## config.mk

```make
export PLATFORM = sky130hd
export DESIGN_NAME = rc_stim_gen_flat
export DESIGN_NICKNAME = d
export VERILOG_FILES = /design/src/rtl/rc_stim_gen_if.sv /design/src/rtl/rc_stim_gen.sv /design/src/flat_wrapper.sv
export SDC_FILE = /design/constraint.sdc
export NUM_CORES = 1
export LEC_CHECK = 0
export ABC_CLOCK_PERIOD_IN_PS = 4100
export CAP_MARGIN = 30
export CORE_MARGIN = 4
export CORE_UTILIZATION = 55
export CTS_CLUSTER_DIAMETER = 80
export DETAILED_ROUTE_END_ITERATION = 7
export GPL_TIMING_DRIVEN = 0
export PLACE_DENSITY_LB_ADDON = 0.2
export SYNTH_ARGS = -nofsm -noshare
export SYNTH_HDL_FRONTEND = slang
export SYNTH_SLANG_ARGS = --single-unit
```

## constraint.sdc

```tcl
create_clock -name clk -period 4.1 [get_ports clk]
set_input_delay 1.23 -clock clk [delete_from_list [all_inputs] [get_ports clk]]
set_output_delay 1.23 -clock clk [all_outputs]
set_load 0.1 [all_outputs]
```

## src/rtl/rc_stim_gen_if.sv

```systemverilog
// rc_stim_gen_if: configuration, control and stimulus signals of the RC pulse-train generator
interface rc_stim_gen_if #(
    parameter int WIDTH = 16,
    parameter int CNT_W = 16,
    parameter int NP_W  = 8
);
    logic                    start;
    logic                    abort;
    logic signed [WIDTH-1:0] level_hi;
    logic signed [WIDTH-1:0] level_lo;
    logic        [CNT_W-1:0] t_hi;
    logic        [CNT_W-1:0] t_lo;
    logic        [NP_W-1:0]  n_pulses;
    logic signed [WIDTH-1:0] v_in;
    logic                    busy;
    logic                    phase;
    logic        [NP_W-1:0]  pulse_idx;
    logic                    done;

    modport master (
        output start, abort, level_hi, level_lo, t_hi, t_lo, n_pulses,
        input  v_in, busy, phase, pulse_idx, done
    );

    modport slave (
        input  start, abort, level_hi, level_lo, t_hi, t_lo, n_pulses,
        output v_in, busy, phase, pulse_idx, done
    );
endinterface

```

## src/rtl/rc_stim_gen.sv

```systemverilog
// rc_stim_gen: plays back N high/low pulses of programmed levels and cycle-exact durations, then pulses done
module rc_stim_gen #(
    parameter int WIDTH    = 16,
    parameter int EXPONENT = -12,
    parameter int CNT_W    = 16,
    parameter int NP_W     = 8
) (
    input logic        clk,
    input logic        rst,
    rc_stim_gen_if.slave bus
);
    typedef enum logic [1:0] {IDLE, HIGH, LOW} state_t;

    // EXPONENT only describes the consumer's real-signal format; reject nonsensical values early
    if (EXPONENT > 0 || EXPONENT < -(8 * WIDTH)) begin : g_bad_exponent
        $error("rc_stim_gen: EXPONENT out of range");
    end

    state_t                  state_q;
    logic signed [WIDTH-1:0] v_in_q;
    logic signed [WIDTH-1:0] hi_q;
    logic signed [WIDTH-1:0] lo_q;
    logic        [CNT_W-1:0] th_q;
    logic        [CNT_W-1:0] tl_q;
    logic        [CNT_W-1:0] cnt_q;
    logic        [NP_W-1:0]  n_q;
    logic        [NP_W-1:0]  idx_q;
    logic                    busy_q;
    logic                    phase_q;
    logic                    done_q;
    logic        [CNT_W-1:0] th_d;
    logic        [CNT_W-1:0] tl_d;

    assign th_d = (bus.t_hi == '0) ? CNT_W'(1) : bus.t_hi;
    assign tl_d = (bus.t_lo == '0) ? CNT_W'(1) : bus.t_lo;

    always_ff @(posedge clk) begin
        if (!rst) begin
            state_q <= IDLE;
            v_in_q  <= '0;
            hi_q    <= '0;
            lo_q    <= '0;
            th_q    <= '0;
            tl_q    <= '0;
            cnt_q   <= '0;
            n_q     <= '0;
            idx_q   <= '0;
            busy_q  <= 1'b0;
            phase_q <= 1'b0;
            done_q  <= 1'b0;
        end else begin
            done_q <= 1'b0;
            case (state_q)
                IDLE: begin
                    if (bus.start && !bus.abort) begin
                        hi_q <= bus.level_hi;
                        lo_q <= bus.level_lo;
                        th_q <= th_d;
                        tl_q <= tl_d;
                        n_q  <= bus.n_pulses;
                        if (bus.n_pulses == '0) begin
                            done_q <= 1'b1;
                        end else begin
                            state_q <= HIGH;
                            v_in_q  <= bus.level_hi;
                            phase_q <= 1'b1;
                            busy_q  <= 1'b1;
                            idx_q   <= '0;
                            cnt_q   <= th_d - 1'b1;
                        end
                    end
                end
                HIGH: begin
                    if (bus.abort) begin
                        state_q <= IDLE;
                        v_in_q  <= lo_q;
                        busy_q  <= 1'b0;
                        phase_q <= 1'b0;
                    end else if (cnt_q != '0) begin
                        cnt_q <= cnt_q - 1'b1;
                    end else begin
                        state_q <= LOW;
                        v_in_q  <= lo_q;
                        phase_q <= 1'b0;
                        cnt_q   <= tl_q - 1'b1;
                    end
                end
                LOW: begin
                    if (bus.abort) begin
                        state_q <= IDLE;
                        v_in_q  <= lo_q;
                        busy_q  <= 1'b0;
                        phase_q <= 1'b0;
                    end else if (cnt_q != '0) begin
                        cnt_q <= cnt_q - 1'b1;
                    end else if (idx_q == n_q - 1'b1) begin
                        state_q <= IDLE;
                        busy_q  <= 1'b0;
                        done_q  <= 1'b1;
                    end else begin
                        state_q <= HIGH;
                        idx_q   <= idx_q + 1'b1;
                        v_in_q  <= hi_q;
                        phase_q <= 1'b1;
                        cnt_q   <= th_q - 1'b1;
                    end
                end
                default: state_q <= IDLE;
            endcase
        end
    end

    assign bus.v_in      = v_in_q;
    assign bus.busy      = busy_q;
    assign bus.phase     = phase_q;
    assign bus.pulse_idx = idx_q;
    assign bus.done      = done_q;
endmodule

```

## src/flat_wrapper.sv

```systemverilog
// flat-port wrapper written by rule: the top's interface ports become plain ports
module rc_stim_gen_flat 
#(
    parameter int WIDTH    = 16,
    parameter int EXPONENT = -12,
    parameter int CNT_W    = 16,
    parameter int NP_W     = 8
)
  (clk, rst, bus_start, bus_abort, bus_level_hi, bus_level_lo, bus_t_hi, bus_t_lo, bus_n_pulses, bus_v_in, bus_busy, bus_phase, bus_pulse_idx, bus_done);
  rc_stim_gen_if #(.WIDTH(WIDTH), .CNT_W(CNT_W), .NP_W(NP_W)) bus_i ();
  input logic clk;
  input logic rst;
  input wire logic [$bits(bus_i.start)-1:0] bus_start;
  input wire logic [$bits(bus_i.abort)-1:0] bus_abort;
  input wire logic [$bits(bus_i.level_hi)-1:0] bus_level_hi;
  input wire logic [$bits(bus_i.level_lo)-1:0] bus_level_lo;
  input wire logic [$bits(bus_i.t_hi)-1:0] bus_t_hi;
  input wire logic [$bits(bus_i.t_lo)-1:0] bus_t_lo;
  input wire logic [$bits(bus_i.n_pulses)-1:0] bus_n_pulses;
  output wire logic [$bits(bus_i.v_in)-1:0] bus_v_in;
  output wire logic [$bits(bus_i.busy)-1:0] bus_busy;
  output wire logic [$bits(bus_i.phase)-1:0] bus_phase;
  output wire logic [$bits(bus_i.pulse_idx)-1:0] bus_pulse_idx;
  output wire logic [$bits(bus_i.done)-1:0] bus_done;
  assign bus_i.start = bus_start;
  assign bus_i.abort = bus_abort;
  assign bus_i.level_hi = bus_level_hi;
  assign bus_i.level_lo = bus_level_lo;
  assign bus_i.t_hi = bus_t_hi;
  assign bus_i.t_lo = bus_t_lo;
  assign bus_i.n_pulses = bus_n_pulses;
  assign bus_v_in = bus_i.v_in;
  assign bus_busy = bus_i.busy;
  assign bus_phase = bus_i.phase;
  assign bus_pulse_idx = bus_i.pulse_idx;
  assign bus_done = bus_i.done;
  rc_stim_gen #(.WIDTH(WIDTH), .EXPONENT(EXPONENT), .CNT_W(CNT_W), .NP_W(NP_W)) u_core (.clk(clk), .rst(rst), .bus(bus_i));
endmodule
```

==> results.py, run 1 <==
metrics = {
    "worst_setup_path": {
        "worst_path_max_delay_cell": "nor4_1",
        "critPathBufInv": 2,
        "cpPeakStageDelay_ns": 0.71,
        "crit_arrival_ns": 4.26,
        "cp_max_fo": 8,
        "critPathTopFamily": "simple AND/OR/NAND/NOR gates",
        "required_ns": 4.45,
        "start_kind": "primary input",
        "criticalPathCategory": "primary input to register",
        "cp-end-kind": "register",
        "r2r_start": "u_core.n_q[0]",
        "critical_path.startpoint": "bus_n_pulses[2]",
        "crit_chain": "clkdlybuf4s50_1 > or4_1 > nor4_1 > a211oi_2 > and2_1 > clkbuf_1 > nor2_2 > mux2i_1",
    },
    "logic_synthesis": {
        "synth_edf_count": 0,
        "ys.flop_type": "dfxtp_1",
        "synth.distinct_cells": 70,
        "synth.cell_area_mm2": 0.00673,
        "ys_ff_latch": 117,
        "synthArstFlopShare": 0,
        "syn_area_per_cell_um2": 7.70,
        "syn_inst": 874,
        "syn_nets": 961,
        "yosysSeqAreaShare": 0.348,
        "yosysWarnings": 0,
    },
    "detailed_routing": {
        "vias": 7266,
        "routed_via_density": 6.30,
        "drc": 0,
        "dr.pass1.iters": 6,
        "ant_nets": 0,
        "drt_iter0_drc": 897,
        "routed_wl_mm": 21.4,
        "post_drt_wl_per_cell_um": 18.5,
    },
    "final_layout": {
        "final_net_count": 1081,
        "final_area_mm2": 0.00858,
        "layout_commonest_cell": "nand2_1",
        "final_cells": 1154,
        "fill_cells": 995,
        "final_cell_mix": "nand2_1 (184), dfxtp_1 (117), clkdlybuf4s50_1 (101), a21oi_1 (95)",
        "area_growth_pct": 27.4,
        "n_antenna_cell": 0,
        "layout-drive-gt1-share": 0.0725,
    },
    "timing": {
        "fin_crit_sh": 0.953,
        "skew_ns": 0.00942,
        "slew_headroom": 0.341,
        "hold_violations": 0,
        "period_needed_ns": 3.91,
        "tightest_slew_ns": 0.986,
        "setup_viol": 0,
        "holdWs_ns": 0.454,
        "rsz0062_at_grt": "no",
        "fmax_mhz": 256,
        "drv_slew": 0,
    },
    "global_routing": {
        "grt_first_pass_wirelength_mm": 34.0,
        "grt-ovfl-total": 0,
        "grt.total_usage": 0.301,
        "grt_max_degree": 17,
        "grt_pass1_vias": 6770,
        "antenna_found_initial": 0,
    },
    "cts": {
        "post-cts-setup-buffers": 0,
        "cts_sinks": 117,
        "cts_tree": "done",
        "clkTransAtPathRegs_ns": 0.06,
        "htree_levels": 4,
        "cts-buffers-inserted": 17,
        "ctsRootBufferMaster": "clkbuf_16",
        "clockBufferDepth": 2,
        "worstSkewPairLatency_ns": 0.43,
    },
    "floorplan": {
        "coreArea_mm2": 0.0120,
        "die_w_um": 119,
        "fp-row-count": 40,
        "start_util": 0.560,
        "die_y_um": 119,
        "die_area_mm2": 0.0141,
        "io_pins": 103,
    },
    "pwr": {
        "p_leak_uw": 0.00305,
        "p_per_area_mw_per_mm2": 602,
        "peakVddDrop_mv": 0.358,
        "power.total_uw": 5160,
    },
    "placement": {
        "port_buffers": 101,
        "hpwlAfterDp_mm": 15.2,
        "post_dp_cell_area_mm2": 0.00793,
        "gp_congestion": 1.02,
        "place_inst": 1122,
    },
    "min_path": {
        "hold_path.startpoint": "u_core.hi_q[12]",
        "hold_path_class": "register to register",
    },
    "job": {
        "max_cap_viol_count": 0,
    },
    "run_status": {
        "status": "finished, final reports clean",
    },
}
cells by family after synthesis:
| logic type | count (synthesis) | synth area share |
|---|---|---|
| XOR/XNOR | 51 | 0.0664 |
| adder cells (fa/ha/maj) | 11 | 0.0204 |
| flip-flops | 117 | 0.348 |
| buffers and inverters | 81 | 0.0483 |
| AND/OR/NAND/NOR | 374 | 0.261 |
| multiplexers | 8 | 0.0119 |
| AO/OA/AOI/OAI | 232 | 0.244 |
through the flow:
step	worst slack (ns)	setup TNS [ns]	utilization
floorplan	0.819	0	-
global placement	-0.340	-2.00	0.660
detailed placement	-0.400	-2.41	0.660
CTS	0.0282	0	0.713
global route	0.00965	0	0.714
finish	0.191	0	0.714
synthesized netlist by cell type (all sizes together) (6+ instances only):
cell type	count	area [µm²]
nand4	13	81.3
o211ai	8	60.1
a221oi	20	175
o41ai	17	246
mux2i	8	80.1
nor2	48	183
ha	11	138
xor2	19	166
a211oi	8	70.1
or3	8	50.1
a21oi	96	484
nand3	38	190
o31ai	9	67.6
inv	22	82.6
or4	9	75.1
nor3	21	105
a31oi	7	58.8
xnor2	32	280
dfxtp	117	2340
nor4	21	153
nand2b	6	37.5
o22ai	8	50.1
o21ai	29	145
clkbuf	47	176
buf	12	66.3
nand2	184	691
per-layer routing:
| metal | global-route usage | share of wire | vias to the layer above |
|---|---|---|---|
| li1 | - | - | 3403 |
| met5 | 0 | 0 | - |
| met4 | 0.120 | 0.034 | 0 |
| met2 | 0.470 | 0.45 | 405 |
| met3 | 0.0780 | 0.10 | 65 |
| met1 | 0.397 | 0.41 | 3393 |
sequential cells by signal, summed over array words and instances, names as in the netlist:
signal / flops
u_core.bus.phase: 1
u_core.tl_q: 16
u_core.state_q: 2
u_core.cnt_q: 16
u_core.bus.busy: 1
u_core.bus.v_in: 16
u_core.bus.done: 1
u_core.th_q: 16
u_core.lo_q: 16
u_core.n_q: 8
u_core.bus.pulse_idx: 8
u_core.hi_q: 16
worst paths after layout:
check / endpoint / slack (ns) / cells after the start
min: u_core.hi_q[12] / 0.45 / 2
max: u_core.cnt_q[9] / 0.19 / 8
max reg2reg: u_core.bus.v_in[10] / 0.72 / 11
min reg2reg: u_core.hi_q[12] / 0.45 / 2
final cells by class:
type / count / area [µm²] / share of cell area
tap: 147 / 184 / 0.0214
timing repair buffer: 101 / 1010 / 0.118
clock inverter: 12 / 166 / 0.0194
multi-input combinational: 676 / 4080 / 0.476
buffer: 59 / 243 / 0.0283
sequential: 117 / 2340 / 0.273
clock buffer: 20 / 467 / 0.0544
inverter: 22 / 82.6 / 0.00963
repair_timing:
item                                    4_1_cts  5_1_grt
hold buffers                                  0        0
endpoints found under the setup margin        0        2
hold endpoints to repair                      0        0
gates resized for setup                       0        3
worst reg2reg max path: cells and delay by family, from the launching register on:
kind	cells	cell delay (ns)
AOI/OAI and AO/OA	4	1.26
adders and majority gates	1	0.26
buffers and inverters	3	0.61
DFF	1	0.29
and+or+nand+nor	3	0.85
where the power goes:
group          internal, µW  total [µW]  switching, µW
logic                   708        2130           1420
clock network          1010        1580            570
registers              1300        1450            152
total                  3020        5160           2150
No activity file was read; power rests on OpenSTA's default activity.
==> run 2, diff against run 1 <==
--- a/config.mk
+++ b/config.mk
@@ -13,6 +13,8 @@
 export DETAILED_ROUTE_END_ITERATION = 7
 export GPL_TIMING_DRIVEN = 0
 export PLACE_DENSITY_LB_ADDON = 0.2
+export REMOVE_ABC_BUFFERS = 1
+export SETUP_SLACK_MARGIN = 0.1
 export SYNTH_ARGS = -nofsm -noshare
 export SYNTH_HDL_FRONTEND = slang
 export SYNTH_SLANG_ARGS = --single-unit
==> run 2 against run 1 <==
Compared with the run above:
- clock-buffer cell count down 2
- critical endpoint is now u_core.cnt_q[10]
- sequential cell count stayed put
- clock power down 6%
- register-to-register slack got worse by 0.15 ns
- sequential power hardly changed
- critical path depth rose by 5
- largest cell class unchanged
- final cell count decreased by 4.6%
- die area unchanged
- first-iteration DRC count decreased by 17%
- non-clock buffer count down 52
==> results.py, run 2 (synthesis gave the netlist of run 1 again) <==
metrics = {
    "global_routing": {
        "grt_max_degree": 64,
        "grt-ovfl-total": 0,
        "grt_pass1_vias": 6278,
        "grt_first_pass_wirelength_mm": 30.4,
        "grt.total_usage": 0.263,
        "antenna_found_initial": 0,
    },
    "detailed_routing": {
        "drc": 0,
        "vias": 6741,
        "post_drt_wl_per_cell_um": 17.1,
        "dr.pass1.iters": 6,
        "ant_nets": 0,
        "drt_iter0_drc": 743,
        "routed_via_density": 6.12,
        "routed_wl_mm": 18.8,
    },
    "pwr": {
        "p_comb_frac": 0.417,
        "p_per_area_mw_per_mm2": 592,
        "internal-power_uw": 2960,
        "p_leak_uw": 0.00301,
        "power.total_uw": 5020,
        "pwr-share-clk": 0.297,
        "swShare": 0.411,
        "peakVddDrop_mv": 0.447,
        "p_switching_uw": 2060,
        "pwr-share-seq": 0.287,
    },
    "worst_setup_path": {
        "cp_max_fo": 6,
        "cp-end-kind": "register",
        "criticalPathCategory": "primary input to register",
        "required_ns": 4.39,
        "cpPeakStageDelay_ns": 0.60,
        "start_kind": "primary input",
        "crit_arrival_ns": 4.08,
        "reg2reg_depth": 10,
        "crit_chain": "clkdlybuf4s50_1 > nor4_2 > nand3_1 > nor2_1 > nor2_1 > ha_1 > nor3b_4 > nand2_1 > or3_1 > xor2_1 > o22ai_1 > o21ai_0 > a21oi_1",
        "cpMostUsedCell": "nor2_1",
        "r2r_start": "u_core.n_q[0]",
        "worst_path_max_delay_cell": "clkdlybuf4s50_1",
        "r2r_slack_ns": 0.57,
        "r2r-end": "u_core.bus.v_in[6]",
    },
    "final_layout": {
        "area_growth_pct": 26.1,
        "finish.utilization": 0.706,
        "layout-drive-gt1-share": 0.0807,
        "final_cell_mix": "nand2_1 (184), dfxtp_1 (117), clkdlybuf4s50_1 (101), a21oi_1 (95), nor2_1 (46)",
        "final_cells": 1101,
        "n_antenna_cell": 0,
        "final_area_mm2": 0.00849,
        "layout_commonest_cell": "nand2_1",
        "final_net_count": 1029,
    },
    "cts": {
        "ctsRootBufferMaster": "clkbuf_16",
        "cts_sinks": 117,
        "worstSkewPairLatency_ns": 0.42,
        "cts_tree": "done",
        "clkTransAtPathRegs_ns": 0.06,
        "hold_buffers": 0,
        "htree_levels": 4,
        "clockBufferDepth": 2,
        "cts-buffers-inserted": 17,
    },
    "placement": {
        "gp_congestion": 0.901,
        "post_dp_cell_area_mm2": 0.00786,
        "place_inst": 1070,
        "port_buffers": 102,
        "hpwlAfterDp_mm": 12.7,
    },
    "timing": {
        "drv_slew": 0,
        "holdWs_ns": 0.453,
        "skew_ns": 0.00560,
        "fmax_mhz": 264,
        "hold_violations": 0,
        "fin_crit_sh": 0.923,
        "period_needed_ns": 3.78,
        "rsz0062_at_grt": "no",
        "setup_viol": 0,
        "slew_headroom": 0.311,
        "tightest_slew_ns": 1.03,
    },
    "min_path": {
        "hold_path_class": "register to register",
        "whs_path_depth": 2,
        "whs_endpoint": "u_core.lo_q[7]",
        "hold_path.startpoint": "u_core.lo_q[7]",
    },
    "run_status": {
        "status": "finished, final reports clean",
    },
    "floorplan": {
        "fp-row-count": 40,
        "start_util": 0.560,
        "die_y_um": 119,
        "die_w_um": 119,
        "coreArea_mm2": 0.0120,
        "io_pins": 103,
        "die_area_mm2": 0.0141,
    },
    "job": {
        "max_cap_viol_count": 0,
    },
}
==> run 2: changes by cell type in the layout (fill, tap and decap cells not counted), sizes merged <==
cell	before	now
clkinv	2	5
clkinvlp	2	5
clkbuf	67	18
inv	27	22
buf	12	7
==> run 2: worst max-delay path, delay by kind of cell <==
family                     cells  cell delay [ns]
AOI/OAI and AO/OA              3             0.34
xor gates and xnor gates       1             0.21
adders and majority gates      1             0.25
buffers and inverters          1             0.60
and+or+nand+nor                7             1.46
==> run 2: power groups by stage <==
stage          logic (µW)  clock network (µW)  registers (µW)
2_1_floorplan        1100                   0            1800
3_3_place_gp         1960                   0            1450
3_5_place_dp         2040                   0            1450
4_1_cts              2070                1500            1430
5_1_grt              2250                1550            1460
6_report             2090                1490            1440
==> run 2: cell type report <==
class,count,area [µm²]
Multi-Input combinational cell,676,4110
Fill cell,975,3530
Sequential cell,117,2340
Timing Repair Buffer,108,1170
Clock buffer,18,429
Tap cell,147,184
Clock inverter,13,160
Inverter,22,85.1
==> run 2: worst max path at each step <==
stage,start,end,slack [ns],cells past startpoint
after floorplan,bus_abort,u_core.tl_q[0],-0.01,4
after global routing,bus_t_hi[8],u_core.cnt_q[10],0.15,13
after global placement,bus_abort,u_core.lo_q[15],-2.19,5
final,bus_t_hi[8],u_core.cnt_q[10],0.32,13
after detailed placement,bus_t_hi[8],u_core.cnt_q[10],-0.38,13
after CTS,bus_t_hi[1],u_core.cnt_q[10],0.19,13
==> run 2: through the flow <==
step           TNS, ns  worst slack, ns
3_3_place_gp   -190.65            -2.19
2_1_floorplan  -0.0161          -0.0124
3_5_place_dp     -6.34           -0.380
5_1_grt              0            0.147
6_report             0            0.316
4_1_cts              0            0.187
==> run 2: what timing repair did <==
item                       CTS  global route
setup buffers                0             0
setup endpoints to repair   10             3
gates resized for setup      2             4
==> run 2: per-layer routing <==
layer  part of all wire  track usage  vias to the layer above  wire, µm
met5                  0            0                        -         0
met4              0.020        0.103                        0       385
met3              0.067       0.0493                       32      1260
met2               0.47        0.419                      257      8920
met1               0.44        0.352                     3160      8280
li1                   -            -                     3292         -
==> run 3, diff against run 2 <==
--- a/config.mk
+++ b/config.mk
@@ -5,10 +5,12 @@
 export SDC_FILE = /design/constraint.sdc
 export NUM_CORES = 1
 export LEC_CHECK = 0
+export ABC_AREA = 0
 export ABC_CLOCK_PERIOD_IN_PS = 4100
 export CAP_MARGIN = 30
 export CORE_MARGIN = 4
 export CORE_UTILIZATION = 55
+export CTS_BUF_LIST = sky130_fd_sc_hd__clkbuf_16
 export CTS_CLUSTER_DIAMETER = 80
 export DETAILED_ROUTE_END_ITERATION = 7
 export GPL_TIMING_DRIVEN = 0
==> run 3 against run 2 <==
Compared with the run above:
- wire length barely moved
- die area unchanged
- critical path depth unchanged
- global-route usage unchanged
- power about the same
- largest cell class unchanged
- highest routed layer unchanged
==> results.py, run 3 (synthesis gave the netlist of run 1 again) <==
metrics = {
    "worst_setup_path": {
        "cp-end-kind": "register",
        "worst_path_max_delay_cell": "clkdlybuf4s50_1",
        "cp_max_fo": 6,
        "cpPeakStageDelay_ns": 0.60,
        "required_ns": 4.39,
        "r2r_start": "u_core.n_q[0]",
        "cpMostUsedCell": "nor2_1",
        "crit_chain": "clkdlybuf4s50_1 > nor4_2 > nand3_1 > nor2_1 > nor2_1 > ha_1 > nor3b_4 > nand2_1 > or3_1 > xor2_1 > o22ai_1 > o21ai_0 > a21oi_1",
        "crit_arrival_ns": 4.08,
        "critical_path.startpoint": "bus_t_hi[8]",
        "start_kind": "primary input",
        "criticalPathCategory": "primary input to register",
    },
    "timing": {
        "holdWs_ns": 0.454,
        "skew_ns": 0.00553,
        "fin_crit_sh": 0.922,
        "slew_headroom": 0.310,
        "tightest_slew_ns": 1.03,
        "drv_slew": 0,
        "rsz0062_at_grt": "no",
        "setup_viol": 0,
        "fmax_mhz": 264,
        "hold_violations": 0,
        "period_needed_ns": 3.78,
        "tns_ns": 0,
    },
    "detailed_routing": {
        "drt_iter0_drc": 743,
        "routed_via_density": 6.13,
        "dr.pass1.iters": 5,
        "post_drt_wl_per_cell_um": 17.1,
        "vias": 6752,
        "drc": 0,
        "routed_wl_mm": 18.9,
        "ant_nets": 0,
    },
    "pwr": {
        "peakVddDrop_mv": 0.447,
        "p_leak_uw": 0.00302,
        "p_per_area_mw_per_mm2": 592,
    },
    "cts": {
        "post-cts-setup-buffers": 0,
        "htree_levels": 4,
        "cts-buffers-inserted": 17,
        "hold_buffers": 0,
        "cts_tree": "done",
        "clockBufferDepth": 2,
        "worstSkewPairLatency_ns": 0.42,
        "ctsRootBufferMaster": "clkbuf_16",
        "clkTransAtPathRegs_ns": 0.06,
        "cts_sinks": 117,
    },
    "global_routing": {
        "grt_max_degree": 64,
        "antenna_found_initial": 0,
        "grt_pass1_vias": 6278,
        "grt_first_pass_wirelength_mm": 30.4,
        "grt.total_usage": 0.263,
        "grt-ovfl-total": 0,
    },
    "final_layout": {
        "finish.utilization": 0.706,
        "final_cell_mix": "nand2_1 (184), dfxtp_1 (117), clkdlybuf4s50_1 (101), a21oi_1 (95), nor2_1 (46)",
        "final_net_count": 1029,
        "final_area_mm2": 0.00849,
        "n_antenna_cell": 0,
        "final_cells": 1101,
        "layout_commonest_cell": "nand2_1",
        "area_growth_pct": 26.1,
        "layout-drive-gt1-share": 0.0807,
    },
    "min_path": {
        "hold_path.startpoint": "u_core.lo_q[7]",
        "hold_path_class": "register to register",
    },
    "placement": {
        "gp_congestion": 0.901,
        "port_buffers": 102,
        "hpwlAfterDp_mm": 12.7,
        "place_inst": 1070,
        "post_dp_cell_area_mm2": 0.00786,
    },
    "job": {
        "max_cap_viol_count": 0,
    },
    "floorplan": {
        "die_y_um": 119,
        "fp-row-count": 40,
        "io_pins": 103,
        "start_util": 0.560,
        "die_area_mm2": 0.0141,
        "die_w_um": 119,
        "coreArea_mm2": 0.0120,
    },
    "run_status": {
        "status": "finished, final reports clean",
    },
}
## run 3: worst max-delay path: cells and delay by family
kind | cells | cell delay [ns]
AO/OA/AOI/OAI | 3 | 0.33
AND/OR/NAND/NOR | 7 | 1.46
adder cells (fa/ha/maj) | 1 | 0.25
XOR/XNOR | 1 | 0.21
buffers and inverters | 1 | 0.60
## run 3: where the power goes
| part | total, µW | switching [µW] | internal [µW] |
|---|---|---|---|
| Clock | 1490 | 543 | 945 |
| Sequential | 1440 | 144 | 1300 |
| Combinational | 2100 | 1380 | 717 |
| Total | 5020 | 2060 | 2960 |
## run 3: through the flow
| stage | setup WS (ns) | power [µW] |
|---|---|---|
| floorplan | -0.0124 | 2900 |
| global placement | -2.19 | 3420 |
| detailed placement | -0.380 | 3490 |
| CTS | 0.187 | 5000 |
| global route | 0.147 | 5250 |
| finish | 0.318 | 5020 |
## run 3: final timing paths
kind	end	cells past startpoint	slack, ns
worst max register to register	u_core.bus.v_in[0]	10	0.57
worst min register to register	u_core.lo_q[7]	2	0.45
worst min-delay path	u_core.lo_q[7]	2	0.45
worst max-delay path	u_core.cnt_q[10]	13	0.32
## run 3: per-layer routing
| layer | wire [µm] | GRT usage | up-vias |
|---|---|---|---|
| met4 | 430 | 0.103 | 0 |
| li1 | - | - | 3292 |
| met3 | 1230 | 0.0493 | 36 |
| met1 | 8330 | 0.352 | 3179 |
| met5 | 0 | 0 | - |
| met2 | 8860 | 0.419 | 245 |
## run 3: final cells by class
class                           count  area, µm²
Clock inverter                     14        164
Fill cell                         975       3530
Tap cell                          147        184
Inverter                           22       85.1
Clock buffer                       17        425
Multi-Input combinational cell    676       4110
Timing Repair Buffer              108       1170
Sequential cell                   117       2340
## run 3: timing repair
item | 4_1_cts | 5_1_grt
resized for setup | 2 | 4
setup endpoints to repair | 10 | 3
cloned | 0 | 0
